`src/rtl/stdp_pkg.sv`:
```
// Shared types and constants for the STDP pair scheduler.
// The update payload struct uses index fields wide enough for any supported neuron count.
package stdp_pkg;

    localparam int DT_W           = 6;
    localparam int HIST_W_DEFAULT = 16;
    localparam int IDX_MAX_W      = 8;
    localparam int PERF_W         = 16;

    typedef enum logic [2:0] {
        IDLE,
        READ,
        LATCH,
        EVAL,
        ISSUE,
        DONE
    } state_t;

    typedef struct packed {
        logic [IDX_MAX_W-1:0]   pre;
        logic [IDX_MAX_W-1:0]   post;
        logic signed [DT_W-1:0] dt;
    } upd_payload_t;

    function automatic logic [PERF_W-1:0] sat_inc(input logic [PERF_W-1:0] value);
        return (value == {PERF_W{1'b1}}) ? value : value + PERF_W'(1);
    endfunction

endpackage

```
`src/rtl/stdp_pair_counter.sv`:
```
// Nested (pre inner, post outer) index counter for the STDP pair scan.
module stdp_pair_counter #(
    parameter int N_PRE   = 4,
    parameter int N_POST  = 4,
    parameter int PRE_AW  = (N_PRE  > 1) ? $clog2(N_PRE)  : 1,
    parameter int POST_AW = (N_POST > 1) ? $clog2(N_POST) : 1
) (
    input  logic               clk,
    input  logic               reset,
    input  logic               clear,
    input  logic               advance,
    output logic [PRE_AW-1:0]  pre_idx,
    output logic [POST_AW-1:0] post_idx,
    output logic               last
);

    localparam logic [PRE_AW-1:0]  PRE_LAST  = PRE_AW'(N_PRE - 1);
    localparam logic [POST_AW-1:0] POST_LAST = POST_AW'(N_POST - 1);

    logic pre_wrap;
    logic post_wrap;

    assign pre_wrap  = (pre_idx == PRE_LAST);
    assign post_wrap = (post_idx == POST_LAST);
    assign last      = pre_wrap && post_wrap;

    // Post only moves when pre wraps; the full wrap back to (0,0) is harmless since the FSM stops there.
    always_ff @(posedge clk or negedge reset) begin
        if (!reset) begin
            pre_idx  <= '0;
            post_idx <= '0;
        end else if (clear) begin
            pre_idx  <= '0;
            post_idx <= '0;
        end else if (advance) begin
            if (pre_wrap) begin
                pre_idx  <= '0;
                post_idx <= post_wrap ? '0 : post_idx + POST_AW'(1);
            end else begin
                pre_idx <= pre_idx + PRE_AW'(1);
            end
        end
    end

endmodule

```
`src/rtl/stdp_pair_scheduler.sv`:
```
// Per-timestep scan over all (pre, post) synapse pairs, issuing non-zero dt as update requests.
// Optional STDP_PERF_CNT_EN adds saturating upd_count / pair_count outputs.
module stdp_pair_scheduler
    import stdp_pkg::*;
#(
    parameter int N_PRE   = 4,
    parameter int N_POST  = 4,
    parameter int HIST_W  = HIST_W_DEFAULT,
    parameter int PRE_AW  = (N_PRE  > 1) ? $clog2(N_PRE)  : 1,
    parameter int POST_AW = (N_POST > 1) ? $clog2(N_POST) : 1
) (
    input  logic                   clk,
    input  logic                   reset,
    input  logic                   start,
    input  logic                   abort,
    output logic                   busy,
    output logic                   done,
    output logic                   hist_rd_en,
    output logic [PRE_AW-1:0]      pre_addr,
    output logic [POST_AW-1:0]     post_addr,
    input  logic [HIST_W-1:0]      pre_data,
    input  logic [HIST_W-1:0]      post_data,
    output logic [HIST_W-1:0]      dif_pre,
    output logic [HIST_W-1:0]      dif_post,
    input  logic signed [DT_W-1:0] dif_dt,
    output logic                   upd_valid,
    input  logic                   upd_ready,
    output logic [PRE_AW-1:0]      upd_pre,
    output logic [POST_AW-1:0]     upd_post,
    output logic signed [DT_W-1:0] upd_dt
`ifdef STDP_PERF_CNT_EN
    ,
    output logic [PERF_W-1:0]      upd_count,
    output logic [PERF_W-1:0]      pair_count
`endif
);

    state_t             state;
    logic               start_ok;
    logic               dt_nonzero;
    logic               handshake;
    logic               advance;
    logic               last;
    logic [PRE_AW-1:0]  pre_idx;
    logic [POST_AW-1:0] post_idx;

    assign start_ok   = (state == IDLE) && start && !abort;
    assign dt_nonzero = (dif_dt != '0);
    assign handshake  = (state == ISSUE) && upd_ready && !abort;
    assign advance    = !abort && (((state == EVAL) && !dt_nonzero) || handshake);

    assign pre_addr  = pre_idx;
    assign post_addr = post_idx;

    stdp_pair_counter #(
        .N_PRE   (N_PRE),
        .N_POST  (N_POST),
        .PRE_AW  (PRE_AW),
        .POST_AW (POST_AW)
    ) u_counter (
        .clk      (clk),
        .reset    (reset),
        .clear    (start_ok),
        .advance  (advance),
        .pre_idx  (pre_idx),
        .post_idx (post_idx),
        .last     (last)
    );

    // hist_rd_en and done are single-cycle strobes, so they default low every cycle.
    always_ff @(posedge clk or negedge reset) begin
        if (!reset) begin
            state      <= IDLE;
            busy       <= 1'b0;
            done       <= 1'b0;
            hist_rd_en <= 1'b0;
            dif_pre    <= '0;
            dif_post   <= '0;
            upd_valid  <= 1'b0;
            upd_pre    <= '0;
            upd_post   <= '0;
            upd_dt     <= '0;
        end else begin
            done       <= 1'b0;
            hist_rd_en <= 1'b0;
            if (abort && (state != IDLE)) begin
                state     <= IDLE;
                busy      <= 1'b0;
                upd_valid <= 1'b0;
            end else begin
                case (state)
                    IDLE: begin
                        if (start_ok) begin
                            state      <= READ;
                            busy       <= 1'b1;
                            hist_rd_en <= 1'b1;
                        end
                    end
                    READ: begin
                        state <= LATCH;
                    end
                    LATCH: begin
                        dif_pre  <= pre_data;
                        dif_post <= post_data;
                        state    <= EVAL;
                    end
                    EVAL: begin
                        if (dt_nonzero) begin
                            upd_pre   <= pre_idx;
                            upd_post  <= post_idx;
                            upd_dt    <= dif_dt;
                            upd_valid <= 1'b1;
                            state     <= ISSUE;
                        end
                    end
                    ISSUE: begin
                        if (handshake) begin
                            upd_valid <= 1'b0;
                        end
                    end
                    DONE: begin
                        state <= IDLE;
                    end
                    default: begin
                        state <= IDLE;
                        busy  <= 1'b0;
                    end
                endcase

                // Leaving a pair: either finish the scan or go read the next pair.
                if (advance) begin
                    if (last) begin
                        state <= DONE;
                        busy  <= 1'b0;
                        done  <= 1'b1;
                    end else begin
                        state      <= READ;
                        hist_rd_en <= 1'b1;
                    end
                end
            end
        end
    end

`ifdef STDP_PERF_CNT_EN
    // Counters restart on an accepted start and keep their values once the scan ends.
    always_ff @(posedge clk or negedge reset) begin
        if (!reset) begin
            upd_count  <= '0;
            pair_count <= '0;
        end else if (start_ok) begin
            upd_count  <= '0;
            pair_count <= '0;
        end else begin
            if (handshake) begin
                upd_count <= sat_inc(upd_count);
            end
            if (advance) begin
                pair_count <= sat_inc(pair_count);
            end
        end
    end
`endif

endmodule

```
`config.mk`:
```
export PLATFORM = sky130hd
export DESIGN_NAME = stdp_pair_scheduler
export DESIGN_NICKNAME = d
export VERILOG_FILES = /design/src/rtl/stdp_pkg.sv /design/src/rtl/stdp_pair_counter.sv /design/src/rtl/stdp_pair_scheduler.sv
export SDC_FILE = /design/constraint.sdc
export NUM_CORES = 1
export LEC_CHECK = 0
export CAP_MARGIN = 0
export CORE_MARGIN = 4
export CORE_UTILIZATION = 61
export DETAILED_ROUTE_END_ITERATION = 8
export DONT_BUFFER_PORTS = 1
export GPL_ROUTABILITY_DRIVEN = 0
export HOLD_SLACK_MARGIN = 0.02
export PLACE_DENSITY = 0.86
export SKIP_CTS_REPAIR_TIMING = 1
export SLEW_MARGIN = 0
export SYNTH_ARGS = -nofsm -noshare
export SYNTH_HDL_FRONTEND = slang
export SYNTH_SLANG_ARGS = --single-unit
```
`constraint.sdc`:
```
create_clock -name clk -period 2.2 [get_ports clk]
set_input_delay 0.22 -clock clk [delete_from_list [all_inputs] [get_ports clk]]
set_output_delay 0.22 -clock clk [all_outputs]
set_load 0.01 [all_outputs]
```
# Word-level counts from Yosys, hierarchy flattened
# Index checks and enable logic that the tools add are counted.
[word_totals]
output_inout_bits = 50
latchBits = 0
mem_count = 0
ram_bits = 0
word_cells = 80
ff_bits = 53
mem_bits_ro = 0
[op_classes]
reduce_logical = 23
shifts = 0
muxes = 30
n_mul = 0
n_lt_le_gt_ge = 0
n_addsub = 2
n_eq_ne = 12
bitwise_logic = 1
div = 0
[ops]
columns = ["operator", "count"]
rows = [
  ["$mux W1", 15],
  ["$mux W3", 5],
  ["$pmux W3 S5", 1],
  ["$mux W2", 7],
  ["$ne A3 B2 Y1 const B", 3],
  ["$reduce_and A3 Y1", 3],
  ["$logic_and A1 B1 Y1", 8],
  ["$ne A4 B3 Y1 const B", 2],
  ["$eq A3 B2 Y1 const B", 2],
  ["$eq A3 B3 Y1 const B", 2],
  ["$reduce_bool A3 Y1", 2],
  ["$reduce_bool A6 Y1", 1],
  ["$reduce_or A5 Y1", 1],
  ["$add A2 B1 Y2 const B", 2],
  ["$eq A2 B2 Y1 const B", 2],
  ["$pmux W1 S2", 2],
  ["$reduce_and A2 Y1", 2],
  ["$reduce_bool A2 Y1", 2],
  ["$eq A3 B1 Y1 const B", 1],
  ["$logic_not A3 Y1", 1],
  ["$logic_not A1 Y1", 2],
  ["$logic_or A1 B1 Y1", 1],
  ["$not A1 Y1", 1],
]

# Depth between registers and ports, before layout
# Gate-level depths: netlist of run 1.
[logic_depth]
depth_word = 8
ltp_mapped = 5
ltp_nobuf = 4

# By module
# From an unflattened synthesis of run 1, not the netlist that was laid out.
[hier_totals]
cells_unflattened = 157
area_unflattened_um2 = 2296.0
[by_module_without_submodules]
columns = ["mod", "n_inst", "cells_each", "area_per_inst_um2", "seq_area_each_um2"]
rows = [
  ["stdp_pair_scheduler", 1, 138, 2082.0, 1226.2],
  ["stdp_pair_counter", 1, 19, 214.0, 100.1],
]

# Worst setup path before layout of run 1
# OpenSTA, ideal clock, no wires.
[synth_path]
path_kind = "reg-to-reg"
start = "register state[2]"
end = "register upd_dt[0]"
arrival_ps = 1435
setup_slack_ps = 640
synth_period_minus_slack_ps = 1560
path_stages_with_launch = 4
setup_time_ps = 125
cell_sequence = "dfrtp_1 -> and4bb_4 -> a21boi_4 -> mux2_2"
[synth_via]
elab_chain_cells = 4
elab_cells_between_ends = 5
[synth_lines]
columns = ["element", "line_no", "text"]
rows = [
  ["start: declaration", "stdp_pair_scheduler.sv:38", "state_t state;"],
  ["start signal: assignment", "stdp_pair_scheduler.sv:73", "state <= IDLE;"],
  ["start signal: assignment", "stdp_pair_scheduler.sv:87", "state <= IDLE;"],
  ["start signal: assignment", "stdp_pair_scheduler.sv:94", "state <= READ;"],
  ["$reduce_bool A3 Y1", "stdp_pair_scheduler.sv:86", "if (abort && (state != IDLE)) begin"],
  ["$logic_and A1 B1 Y1", "stdp_pair_scheduler.sv:86", ""],
  ["$not A1 Y1 (no line)", "n/a", ""],
  ["$reduce_and A3 Y1 (no line) (*)", "n/a", ""],
  ["end signal: assignment", "stdp_pair_scheduler.sv:111", "upd_dt <= dif_dt;"],
  ["end: declaration", "stdp_pair_scheduler.sv:30", "output logic signed [DT_W-1:0] upd_dt"],
]
# Every way passes the cells marked *; elsewhere a longest branch is shown, timed or not.
# A chain may end at the register's enable or synchronous reset.

# Worst setup path in the final report of run 1
[layout_path]
start = "register state[1]"
end = "register dif_post[6]"
[layout_via]
elab_chain_cells = 4
elab_cells_between_ends = 5
[layout_lines]
columns = ["element", "line_no", "text"]
rows = [
  ["$reduce_bool A3 Y1", "stdp_pair_scheduler.sv:86", ""],
  ["$logic_and A1 B1 Y1", "stdp_pair_scheduler.sv:86", ""],
  ["$not A1 Y1 (no line)", "n/a", ""],
  ["$reduce_and A2 Y1 (no line) (*)", "n/a", ""],
  ["end signal: assignment", "stdp_pair_scheduler.sv:104", "dif_post <= post_data;"],
  ["end: declaration", "stdp_pair_scheduler.sv:24", "output logic [HIST_W-1:0] dif_post,"],
]
# Marks and branches as above.

==> flow_summary.toml, run 1 <==
[power]
powerDensity_nw_per_um2 = 1040
ir_drop_mv = 0.640
pwr-share-clk_pct = 17.9
p_comb_share_pct = 18.9
p_sw_share_pct = 32.5
p_sw_mw = 0.926
p_total_mw = 2.85
p_int_mw = 1.92
power.share.sequential_pct = 63.2
leakagePower_nw = 1.21

[detailed_routing]
drc = 0
first_pass_iters = 4
routed_via_density = 5.73
wl_per_cell_um = 19.1
postRouteWirelength_um = 4680
dr.first_iter.drc_count = 87
vias = 1404
ant_nets = 0

[clock_network]
path_clk_slew_ps = 130
cts_buffer_depth = 2
clock_sinks = 53
insertion_delay_ps = 360
root_buffer = "clkbuf_4"
cts_tree = "done"
ctsHtreeMaxLevel = 2
numCtsBuffers = 5

[worst_setup_path]
slowest_stage = "dfrtp_1"
cp_top_family = "flip-flops"
crit_buf_inv = 1
crit_path_start_kind = "flop"
r2r-start = "state[1]"
rr_worst_depth = 3
timing.reg2reg.setup_slack_ps = 470
critPathMaxStageDelay_ps = 570
crit_required_ps = 2460
path_max_fanout = 32
timing.rr.end = "dif_post[6]"
end_kind = "flop"
worstSetupPathType = "reg2reg"
crit_chain = "nor4b_4 > buf_4 > mux2_2"
cp.arrival_ps = 1990

[logic_synthesis]
ys_seq_elements = 53
synth_cell_types = 33
synth.avg_cell_area_um2 = 14.2
syn-instance-count = 155
yosysWarnings = 0
synthesis.nets = 200
synth_seq_area_share_pct = 60.2
synth_area_um2 = 2200

[sta]
period_share_pct = 78.8
rsz0062_at_grt = "false"
slew_headroom_pct = 62.9
slew_violations = 0
setup_violations = 0
setup_tns_ps = 0
period_needed_ps = 1730
max_freq_ghz = 0.577
worst_pin_slew_ps = 551
clock-skew-final_ps = 4.61
finalHoldViolCount = 0

[die]
rows = 21
core_um2 = 3420
io_pins = 93
fp.dieH_um = 68.1
chipWidth_um = 68.1
initial_core_util_pct = 64.5
dieArea_um2 = 4640

[global_route]
grt_pass1_wl_um = 6400
grt_usage_pct = 19.2
gr-usage-met2_pct = 30.4
use_met1_pct = 23.1
antenna_found_initial = 0
grt_max_degree = 54
gr-total-overflow = 0
grt_busiest_layer = "met2"
grt_pass1_vias = 1325
grt_util_met3_pct = 8.87

[hold_path]
min_to = "upd_valid"
holdCritPathClass = "in2reg"
min_from = "abort"
min_path_cells = 2

[placed_design]
port-buffer-count = 0
dp_hpwl_um = 3170

[final_layout]
synthToLayoutAreaGrowth_pct = 24.5
antennaDiodeCount = 0
layout-drive-gt1-share_pct = 27.6
fin_util_pct = 80.4
fillers = 197
nets = 244

[flow_run]
maxCapViolations = 0

[outcome]
status = "finished, final reports clean"
[cell usage in the layout, fill, tap and decap left out, types with 2 or more instances in the layout]
cell type,synthesis,layout
dfrtp_1,53,53
dlygate4sd3_1,0,40
mux2_2,38,38
o21ai_0,8,8
nand2_1,7,7
nor2_1,6,6
inv_1,5,5
clkbuf_4,0,5
mux2_1,3,3
o211ai_1,2,2
o21a_1,2,2
mux2i_1,2,2
a21oi_1,2,2
ha_1,2,2
[how the worst max path moves through the flow]
| stage | startpoint | endpoint | depth (start not counted) |
|---|---|---|---|
| after floorplan | state[2] | upd_dt[0] | 3 |
| final | state[1] | dif_post[6] | 3 |
| after global placement | state[2] | upd_dt[0] | 3 |
| after detailed placement | state[2] | upd_dt[1] | 3 |
| after global routing | state[2] | upd_dt[1] | 3 |
| after CTS | state[2] | upd_post[0] | 3 |
[per-stage QoR]
stage          cell area [um^2]  std cells  worst slack [ps]  hold slack [ps]
2_1_floorplan              2200        155               640            -75.6
3_3_place_gp               2240        197               574            -74.2
3_5_place_dp               2240        197               499            -74.0
4_1_cts                    2320        204               474             -488
5_1_grt                    2750        245               405             40.2
6_report                   2750        245               466             45.4
[metal layers]
| layer | part of all wire, % | wire length [um] |
|---|---|---|
| met5 | 0 | 0 |
| met4 | 1.4 | 67 |
| met3 | 8.9 | 416 |
| met2 | 52 | 2450 |
| met1 | 37 | 1740 |
[flip-flops by register name, indices dropped and copies added (netlist names), 2 cells and up]
name                count
state                   3
dif_pre                16
upd_post                2
upd_dt                  6
u_counter.post_idx      2
dif_post               16
u_counter.pre_idx       2
upd_pre                 2
[cells by family after synthesis]
family | count (synthesis) | share of synthesized area, %
DFF | 53 | 60.2
and+or+nand+nor | 26 | 8.29
buffers and inverters | 10 | 1.99
adders and majority gates | 2 | 1.13
muxes | 43 | 21.9
xor gates and xnor gates | 1 | 0.397
AOI/OAI and AO/OA | 20 | 6.19
[final cells by class]
class / count / area [um^2] / area share, %
Sequential cell: 53 / 1330 / 48.3
Multi-Input combinational cell: 92 / 835 / 30.4
Timing Repair Buffer: 42 / 435 / 15.9
Tap cell: 46 / 57.6 / 2.10
Clock buffer: 5 / 37.5 / 1.37
Clock inverter: 2 / 35.0 / 1.28
Inverter: 5 / 18.8 / 0.684
[power groups by stage]
stage / Combinational [mW] / Clock [mW] / Sequential (mW)
after floorplan: 0.409 / 0 / 1.71
after global routing: 0.598 / 0.566 / 1.85
final: 0.539 / 0.510 / 1.80
after global placement: 0.411 / 0 / 1.80
after CTS: 0.454 / 0.526 / 1.80
after detailed placement: 0.457 / 0 / 1.82
[cells in the mapped netlist, drive strengths merged]
cell type,n,area (um^2)
a211oi,1,7.51
a21boi,1,18.8
a21o,1,7.51
a21oi,2,10.0
a22o,1,8.76
a31o,1,8.76
and3,2,17.5
and4bb,1,16.3
buf,5,25.0
dfrtp,53,1330
ha,2,25.0
inv,5,18.8
mux2,41,462
mux2i,2,20.0
nand2,7,26.3
nand2b,1,6.26
nand3,1,5.00
nand4,1,6.26
nor2,6,22.5
nor3,1,5.00
nor3b,1,7.51
nor4,2,33.8
nor4b,1,23.8
o211ai,2,15.0
o21a,2,15.0
o21ai,9,45.0
or2,2,12.5
xnor2,1,8.76
[worst reg2reg max path, stage by stage, from the launching register on]
cell	delay, ps
dfrtp_1	570
nor4b_4	260
buf_4	400
mux2_2	410
Note: power is estimated with default switching activity, not from simulation.
==> run 2, diff against run 1 <==
ABC_AREA = 1   (was default)
clock period = 1.7 ns   (was 2.2 ns; I/O delays follow)
==> run 2 against run 1 <==
Effect of this change:
- worst hold slack worse by 39 ps
- sequential share of layout area up 0.53 points
- global-route usage down 1.2 points
- flip-flop and latch count unchanged
- critical path depth up 3
- worst setup slack worse by 360 ps
- wire length up 4.3%
- synthesized cell count up 13%
- die area down 0.44%
- first-iteration DRC count down 9.2%
- largest cell class unchanged
==> flow_summary.toml, run 2 <==
[outcome]
status = "finished, final reports clean"

[global_route]
gr-total-overflow = 0
grt_pass1_wl_um = 5970
grt_usage_pct = 18.0
grt_pass1_vias = 1366
antenna_found_initial = 0
grt_max_degree = 54

[flow_run]
maxCapViolations = 0

[worst_setup_path]
worstSetupPathType = "reg2reg"
path_max_fanout = 10
slowest_stage = "dfrtp_1"
crit_path_start_kind = "flop"
crit_buf_inv = 0
critPathMostFrequentCell = "nor2_1"
cp_top_family = "simple AND/OR/NAND/NOR gates"
cp.arrival_ps = 1870
end_kind = "flop"
critPathMaxStageDelay_ps = 430
crit_chain = "nor2_1 > nand3_2 > nand3_1 > nand3_1 > nor2_1 > nor2_1"
crit_required_ps = 1980

[clock_network]
insertion_delay_ps = 380
path_clk_slew_ps = 150
ctsHtreeMaxLevel = 2
cts_buffer_depth = 2
root_buffer = "clkbuf_4"
clock_sinks = 53
numCtsBuffers = 5
cts_tree = "done"

[logic_synthesis]
synthTopCellsByArea = "dfrtp_1 (60%), mux2_2 (21%), nand2_1 (3.9%)"
yosysWarnings = 0
synth_top_area_share_pct = 60.5
synthesis.nets = 220
yosys.area.top_type = "dfrtp_1"
async_flop_share_pct = 100
synth_common_cells = "dfrtp_1 (53), mux2_2 (41), nand2_1 (23), nor2_1 (12), inv_1 (11)"
syn-instance-count = 175
synth.avg_cell_area_um2 = 12.5
ys_seq_elements = 53
synth_cell_types = 16
synth-main-ff-cell = "dfrtp_1"
yosysMostFrequentCell = "dfrtp_1"
synth_area_um2 = 2190
synth_seq_area_share_pct = 60.5
synth_edf_count = 0

[placed_design]
port-buffer-count = 0
dp_hpwl_um = 3230
dpl.cell_count = 219
pre_cts_ws_ps = 171

[sta]
clock-skew-final_ps = 20.7
worst_pin_slew_ps = 379
finalHoldViolCount = 0
setup_violations = 0
max_freq_ghz = 0.629
period_needed_ps = 1590
slew_violations = 0
period_share_pct = 93.5
fin_ws_ps = 111
hold_slack_ps = 6.82
slew_headroom_pct = 74.7

[final_layout]
synthToLayoutAreaGrowth_pct = 23.8
final_common_cell = "dfrtp_1"
layout-drive-gt1-share_pct = 25.1
fin_util_pct = 79.5
antennaDiodeCount = 0
fillers = 193
final_cells = 269
nets = 267
mostFrequentLayoutCells = "dfrtp_1 (53), mux2_2 (41), dlygate4sd3_1 (41)"
reg_top3 = "dif_post: 16 flops, dif_pre: 16 flops, upd_dt: 6 flops"

[die]
fp.dieH_um = 68.0
dieArea_um2 = 4620
rows = 21
io_pins = 93
core_um2 = 3420
chipWidth_um = 68.0
initial_core_util_pct = 64.2

[detailed_routing]
wl_per_cell_um = 18.1
ant_nets = 0
postRouteWirelength_um = 4880
drc = 0
vias = 1492
first_pass_iters = 4
routed_via_density = 5.55
dr.first_iter.drc_count = 79

[power]
powerDensity_nw_per_um2 = 1510
ir_drop_mv = 0.866
leakagePower_nw = 1.30

[hold_path]
holdCritPathClass = "in2reg"
-- run 2: cell count changes in the layout (fill, tap and decap cells not counted), moves of 3 or more --
cell,before,now
nand2_1,7,23
nand3_1,1,10
inv_1,5,11
nor2_1,6,12
mux2_1,3,0
mux2_2,38,41
-- run 2: metrics by stage --
| step | cell area [um^2] | setup TNS [ps] | power (mW) |
|---|---|---|---|
| final | 2720 | 0 | 4.10 |
| after global routing | 2720 | -4.31 | 4.36 |
| after CTS | 2280 | 0 | 4.00 |
| after detailed placement | 2220 | 0 | 3.47 |
| after global placement | 2220 | 0 | 3.35 |
| after floorplan | 2190 | 0 | 3.18 |
-- run 2: area by class of cell --
| class | count | area (um^2) | share of cell area [%] |
|---|---|---|---|
| Inverter | 11 | 41.3 | 1.52 |
| Sequential cell | 53 | 1330 | 48.8 |
| Timing Repair Buffer | 44 | 453 | 16.7 |
| Multi-Input combinational cell | 107 | 781 | 28.8 |
| Tap cell | 46 | 57.6 | 2.12 |
| Clock inverter | 2 | 15.0 | 0.553 |
| Clock buffer | 6 | 41.3 | 1.52 |
-- run 2: worst paths after layout --
path	start	to	slack (ps)	cells past startpoint
worst max register to register	state[1]	state[2]	110	6
worst min register to register	dif_pre[10]	dif_pre[10]	590	1
min in group asynchronous	reset	dif_post[14]	310	2
max in group asynchronous	reset	upd_valid	1160	2
worst min-delay path	abort	state[0]	7	3
worst max-delay path	state[1]	state[2]	110	6
-- run 2: cell families after synthesis --
logic type                 after synthesis  synth area share (%)
adders and majority gates                2                  1.14
and+or+nand+nor                         52                  10.6
muxes                                   41                  21.0
buffers and inverters                   15                  3.94
DFF                                     53                  60.5
AOI/OAI and AO/OA                       12                  2.85
-- run 2: power breakdown --
group          leakage [nW]  internal [mW]  total (mW)  switching, mW
logic                 0.603          0.595        1.08          0.488
registers             0.670           1.80        2.47          0.668
clock network        0.0245          0.162       0.547          0.385
-- run 2: worst reg2reg max path, delay by kind of cell, from the launching register on --
kind	cells	cell delay (ps)
simple gates	6	1050
flops	1	430
-- run 2: routing by layer --
metal,share of wire [%],global-route usage (%),vias to the layer above
met4,1.9,10.7,0
met1,35,16.7,721
met5,0,0,-
met3,10,5.58,11
met2,53,33.7,79
li1,-,-,681
